**src/rtl/conv_mac_unit.sv**
```systemverilog
// rtl/conv_mac_unit.sv - self-sequenced convolution multiply-accumulate engine
//
// Ports:
//   clk        rising-edge clock
//   reset      synchronous, active-high; discards any partial result
//   start      begin a new result (IDLE only); samples bias
//   bias       signed bias, same Q format as the operands
//   in_valid   idata/kernel pair present
//   in_ready   pair accepted this cycle (ACC state only)
//   idata      signed pixel
//   kernel     signed weight
//   busy       high in ACC, FLUSH and OUT
//   out_valid  one-cycle pulse, cdata_out valid
//   cdata_out  rounded, saturated (optionally ReLU'd) result; held until next pulse

module conv_mac_unit #(
    parameter int DATA_W  = 20,
    parameter int FRAC_W  = 16,
    parameter int TAPS    = 9,
    parameter int RELU_EN = 1
) (
    input  logic              clk,
    input  logic              reset,
    input  logic              start,
    input  logic [DATA_W-1:0] bias,
    input  logic              in_valid,
    output logic              in_ready,
    input  logic [DATA_W-1:0] idata,
    input  logic [DATA_W-1:0] kernel,
    output logic              busy,
    output logic              out_valid,
    output logic [DATA_W-1:0] cdata_out
);

    // Wide enough for TAPS worst-case products plus the shifted bias.
    localparam int ACC_W  = 2 * DATA_W + $clog2(TAPS) + 1;
    localparam int PROD_W = 2 * DATA_W;
    localparam int CNT_W  = (TAPS > 1) ? $clog2(TAPS) : 1;

    localparam logic [CNT_W-1:0] LAST_TAP = CNT_W'(TAPS - 1);

    // Saturation bounds expressed in accumulator width for signed compares.
    localparam logic signed [ACC_W-1:0] SAT_MAX =
        $signed({{(ACC_W - DATA_W + 1){1'b0}}, {(DATA_W - 1){1'b1}}});
    localparam logic signed [ACC_W-1:0] SAT_MIN = ~SAT_MAX;

    typedef enum logic [1:0] {
        S_IDLE  = 2'd0,
        S_ACC   = 2'd1,
        S_FLUSH = 2'd2,
        S_OUT   = 2'd3
    } state_t;

    state_t state;
    state_t state_nxt;

    logic                     start_go;
    logic                     out_load;
    logic                     handshake;
    logic                     last_tap;

    logic signed [PROD_W-1:0] prod_full;
    logic signed [PROD_W-1:0] prod_q;
    logic                     prod_v;
    logic [CNT_W-1:0]         tap_cnt;
    logic signed [ACC_W-1:0]  acc;
    logic signed [DATA_W-1:0] bias_q;

    logic signed [ACC_W-1:0]  prod_ext;
    logic signed [ACC_W-1:0]  bias_ext;
    logic signed [ACC_W-1:0]  sum;
    logic signed [ACC_W-1:0]  shifted;
    logic signed [ACC_W-1:0]  rounded;
    logic                     round_bit;
    logic [DATA_W-1:0]        sat_val;
    logic [DATA_W-1:0]        result;

    assign handshake = in_valid && in_ready;
    assign last_tap  = handshake && (tap_cnt == LAST_TAP);

    // ------------------------------------------------------------------
    // State register
    // ------------------------------------------------------------------
    always_ff @(posedge clk) begin
        if (reset) begin
            state <= S_IDLE;
        end else begin
            state <= state_nxt;
        end
    end

    // ------------------------------------------------------------------
    // Next-state logic
    // ------------------------------------------------------------------
    always_comb begin
        state_nxt = state;
        case (state)
            S_IDLE:  if (start) state_nxt = S_ACC;
            S_ACC:   if (last_tap) state_nxt = S_FLUSH;
            S_FLUSH: state_nxt = S_OUT;
            S_OUT:   state_nxt = S_IDLE;
            default: state_nxt = S_IDLE;
        endcase
    end

    // ------------------------------------------------------------------
    // State decode outputs; in_ready has no path from in_valid.
    // ------------------------------------------------------------------
    always_comb begin
        in_ready = 1'b0;
        busy     = 1'b0;
        start_go = 1'b0;
        out_load = 1'b0;
        case (state)
            S_IDLE:  start_go = start;
            S_ACC: begin
                in_ready = 1'b1;
                busy     = 1'b1;
            end
            S_FLUSH: busy = 1'b1;
            S_OUT: begin
                busy     = 1'b1;
                out_load = 1'b1;
            end
            default: begin
                in_ready = 1'b0;
                busy     = 1'b0;
            end
        endcase
    end

    // ------------------------------------------------------------------
    // Multiply / accumulate datapath
    // ------------------------------------------------------------------
    assign prod_full = $signed(idata) * $signed(kernel);
    assign prod_ext  = {{(ACC_W - PROD_W){prod_q[PROD_W-1]}}, prod_q};

    // ------------------------------------------------------------------
    // Bias, round half-up, saturate, optional ReLU
    // ------------------------------------------------------------------
    assign bias_ext = {{(ACC_W - DATA_W){bias_q[DATA_W-1]}}, bias_q};
    assign sum      = acc + (bias_ext <<< FRAC_W);
    assign shifted  = sum >>> FRAC_W;

    generate
        if (FRAC_W > 0) begin : g_round
            assign round_bit = sum[FRAC_W-1];
        end else begin : g_no_round
            assign round_bit = 1'b0;
        end
    endgenerate

    assign rounded = shifted + $signed({{(ACC_W - 1){1'b0}}, round_bit});

    always_comb begin
        sat_val = rounded[DATA_W-1:0];
        if (rounded > SAT_MAX) begin
            sat_val = SAT_MAX[DATA_W-1:0];
        end else if (rounded < SAT_MIN) begin
            sat_val = SAT_MIN[DATA_W-1:0];
        end
    end

    always_comb begin
        result = sat_val;
        if ((RELU_EN != 0) && sat_val[DATA_W-1]) begin
            result = '0;
        end
    end

    // ------------------------------------------------------------------
    // Datapath registers
    // ------------------------------------------------------------------
    always_ff @(posedge clk) begin
        if (reset) begin
            acc       <= '0;
            prod_q    <= '0;
            prod_v    <= 1'b0;
            tap_cnt   <= '0;
            bias_q    <= '0;
            out_valid <= 1'b0;
            cdata_out <= '0;
        end else begin
            out_valid <= 1'b0;
            if (start_go) begin
                acc     <= '0;
                bias_q  <= $signed(bias);
                tap_cnt <= '0;
                prod_v  <= 1'b0;
            end else begin
                // A product registered on one cycle is folded in on the next,
                // so the final tap lands during FLUSH.
                prod_v <= handshake;
                if (handshake) begin
                    prod_q  <= prod_full;
                    tap_cnt <= tap_cnt + 1'b1;
                end
                if (prod_v) begin
                    acc <= acc + prod_ext;
                end
            end
            if (out_load) begin
                cdata_out <= result;
                out_valid <= 1'b1;
            end
        end
    end

endmodule
```
**config.mk**
```make
export PLATFORM = sky130hd
export DESIGN_NAME = conv_mac_unit
export DESIGN_NICKNAME = d
export VERILOG_FILES = /design/src/rtl/conv_mac_unit.sv
export SDC_FILE = /design/constraint.sdc
export NUM_CORES = 2
export LEC_CHECK = 0
export ABC_AREA = 0
export CORE_ASPECT_RATIO = 2
export CORE_MARGIN = 2
export CORE_UTILIZATION = 40
export DETAILED_ROUTE_END_ITERATION = 12
export PLACE_DENSITY = 0.61
export RECOVER_POWER = 50
export SYNTH_ARGS = -nofsm -noshare
export SYNTH_HDL_FRONTEND = slang
export SYNTH_SLANG_ARGS = --single-unit
```
**constraint.sdc**
```tcl
create_clock -name clk -period 9.55 [get_ports clk]
set_clock_uncertainty 0.2 [all_clocks]
set_input_delay 1.4325 -clock clk [delete_from_list [all_inputs] [get_ports clk]]
set_output_delay 1.4325 -clock clk [all_outputs]
set_load 0.02 [all_outputs]
```
==> out/metrics.csv <==
metric,value,unit
outcome,finished with violations,
failing checks,"capacitance limit, slew limit",
first-pass GRT wire length,112,mm
Final HPWL DP,58.6,mm
min cycle time layout,8980,ps
Layout Nets,3534,
CTS Buf Count,25,
r2r endpoint,cdata_out[1],
Setup Buffers After CTS,0,
CP top delay family,adder cells,
end of the critical path,prod_q[39],
Top Ports,87,
Worst setup EP type,flop,
Critical Path Max Stage Delay,700,ps
Synth warnings,0,
Worst Hold Class,flop to flop,
clock root buffer,clkbuf_16,
net count after synthesis,3482,
Crit path arrival time,9150,ps
Crit Path Class,input port to flop,
routability cong.,0.949,
final core utilization,0.447,
critical path depth in cells,26,
final WL,70.2,mm
reg-to-reg setup timing slack,3550,ps
H-tree levels,4,
R2R depth,14,
Worst-Skew Late Latency,490,ps
worst path bufs/invs,5,
Synth cell types,83,
post-route ant nets,0,
Max Clk Rate,111,MHz
Setup crit start,idata[8],
RSZ-0062 raised after global routing,false,
"Seq/Total Area, Yosys",0.109,
Worst Path Max Fanout,12,
post-synth top area cell,fa_1,
DIE AREA,62900,µm²
vias per inst,5.30,
CTS Sinks,132,
dpl ws,195,ps
"most used cell, CP",fa_1,
register area,2640,µm²
routed len/inst,19.3,µm
Yosys reg bits,132,
RR Startpoint,acc[16],
Slew headroom,-0.337,
Synth Area per Inst,8.66,µm²
number of gates resized after cts,0,
period utilization,0.940,
main flop type after synthesis,dfxtp_1,
Setup WS post-layout,572,ps
largest net degree at the start of global routing,63,
Starting DRT DRC Count,857,
Final setup viols,0,
final hold vios,0,
chip width,178,µm
initial antenna violation count,4,
# port buffers,85,
Synth top area share,0.347,
clock buffer depth,3,
clk slew on worst S/H paths,40,ps
Worst Tran Pin Value,2010,ps
area growth from synthesis to layout,10.4,%
vias in the first global route,21400,
worst endpoint required time,9730,ps
Critical-path top delay cell,clkdlybuf4s50_1,
1st-pass router iterations,8,
Max Cap Viol,2,
Startpoint Class,input port,
area of the core,60100,µm²
antenna fix cells,0,
"top cells by area, synth","fa_1 35%, dfxtp_1 11%, ha_1 9.7%",
share of cells above drive strength 1,0.0454,
DRC viols,0,
Total GRT Usage,0.230,
setup total negative slack,0,ps
Initial Utilization,0.405,
floorplan row count,127,
GR Overflow Total,0,
vias post-DR,19300,
area taken by multi-input logic gates,19400,µm²
Synth Instances,2808,
TritonCTS clock tree,done,
cell area after synthesis,24300,µm²
die height,353,µm
"Async S/R FF share, synth",0,
fillers,5902,
number of synthesized flops with an enable pin,0,
Slew Limit Fails,86,
Post-CTS Hold Buffers,0,
==> worst reg2reg max path: cells and delay by family, from the launching register on <==
| family | cells | cell delay, ps |
|---|---|---|
| fa+ha+maj | 2 | 690 |
| compound gates | 8 | 2880 |
| simple gates | 4 | 1840 |
| flops | 1 | 350 |
==> synthesized netlist by cell type, drive strengths merged, types with 7 or more instances <==
master  count
nand3      39
buf         9
and3       12
nand2     332
o21bai     19
o21ai      52
or2         9
clkbuf    116
nand2b     25
o31ai       7
nor4        8
xnor2      69
and2      222
mux2i      28
a211oi     28
inv       485
nand4      22
a31oi      15
dfxtp     132
a221o      18
nor3       20
ha        188
fa        422
o21a       14
or3        13
nor2      130
nor2b      22
a21o       65
a21oi     145
o211ai      7
nand3b     11
xor2       42
==> logic make-up after synthesis <==
logic type	Yosys count	synth area share
other	1	0.000154
adder cells (fa/ha/maj)	610	0.444
AND/OR/NAND/NOR	892	0.182
XOR/XNOR	112	0.0409
flip-flops	132	0.109
buffers and inverters	610	0.0947
multiplexers	30	0.0125
AO/OA/AOI/OAI	421	0.117
==> sequential cells by signal, summed over array words and instances (netlist names) <==
name	cells
prod_v	1
prod_q	40
state	2
tap_cnt	4
bias_q	20
out_valid	1
acc	45
cdata_out	19
==> stage by stage <==
step / hold WS [ps] / cells / instance area, µm²
final: 258 / 3639 / 26800
after global placement: 247 / 3607 / 26100
after global routing: 276 / 3639 / 26800
after CTS: 257 / 3639 / 26900
after detailed placement: 251 / 3607 / 26100
after floorplan: 236 / 2808 / 24300
==> placed cells by master, fill, tap and decap left out, types with 42 or more instances in the layout <==
cell               n
xnor2_1           69
a21oi_1          145
ha_1             188
nand2_1          332
clkdlybuf4s50_1   62
inv_1            485
o21ai_0           50
dfxtp_1          131
buf_4             61
fa_1             422
xor2_1            42
and2_1           221
nor2_1           129
a21o_1            65
==> final cells by class <==
cell class / instances / share of cell area
clock inverter: 3 / 0.00149
tap: 774 / 0.0361
timing repair buffer: 150 / 0.0491
inverter: 485 / 0.0678
multi-input combinational: 2066 / 0.722
sequential: 132 / 0.0985
clock buffer: 29 / 0.0254
==> layer usage <==
| layer | global-route usage | vias up | share of wire | routed length [µm] |
|---|---|---|---|---|
| met4 | 0.140 | 6 | 0.068 | 4790 |
| met3 | 0.0258 | 199 | 0.034 | 2410 |
| met5 | 0 | - | 0.00064 | 45 |
| li1 | - | 8980 | - | - |
| met2 | 0.445 | 443 | 0.55 | 38600 |
| met1 | 0.226 | 9662 | 0.35 | 24400 |
==> how the worst min path moves through the flow <==
| stage | start | to | slack (ps) | cells past startpoint |
|---|---|---|---|---|
| 2_1_floorplan | prod_q[17] | prod_q[17] | 240 | 2 |
| 3_3_place_gp | prod_q[11] | prod_q[11] | 250 | 2 |
| 4_1_cts | prod_q[37] | prod_q[37] | 260 | 2 |
| 6_report | prod_q[35] | prod_q[35] | 260 | 2 |
| 5_1_grt | prod_q[35] | prod_q[35] | 280 | 2 |
| 3_5_place_dp | prod_q[37] | prod_q[37] | 250 | 2 |
Power is not shown: default switching activity piles up to over one toggle a cycle in this logic, so the estimate is an artifact.
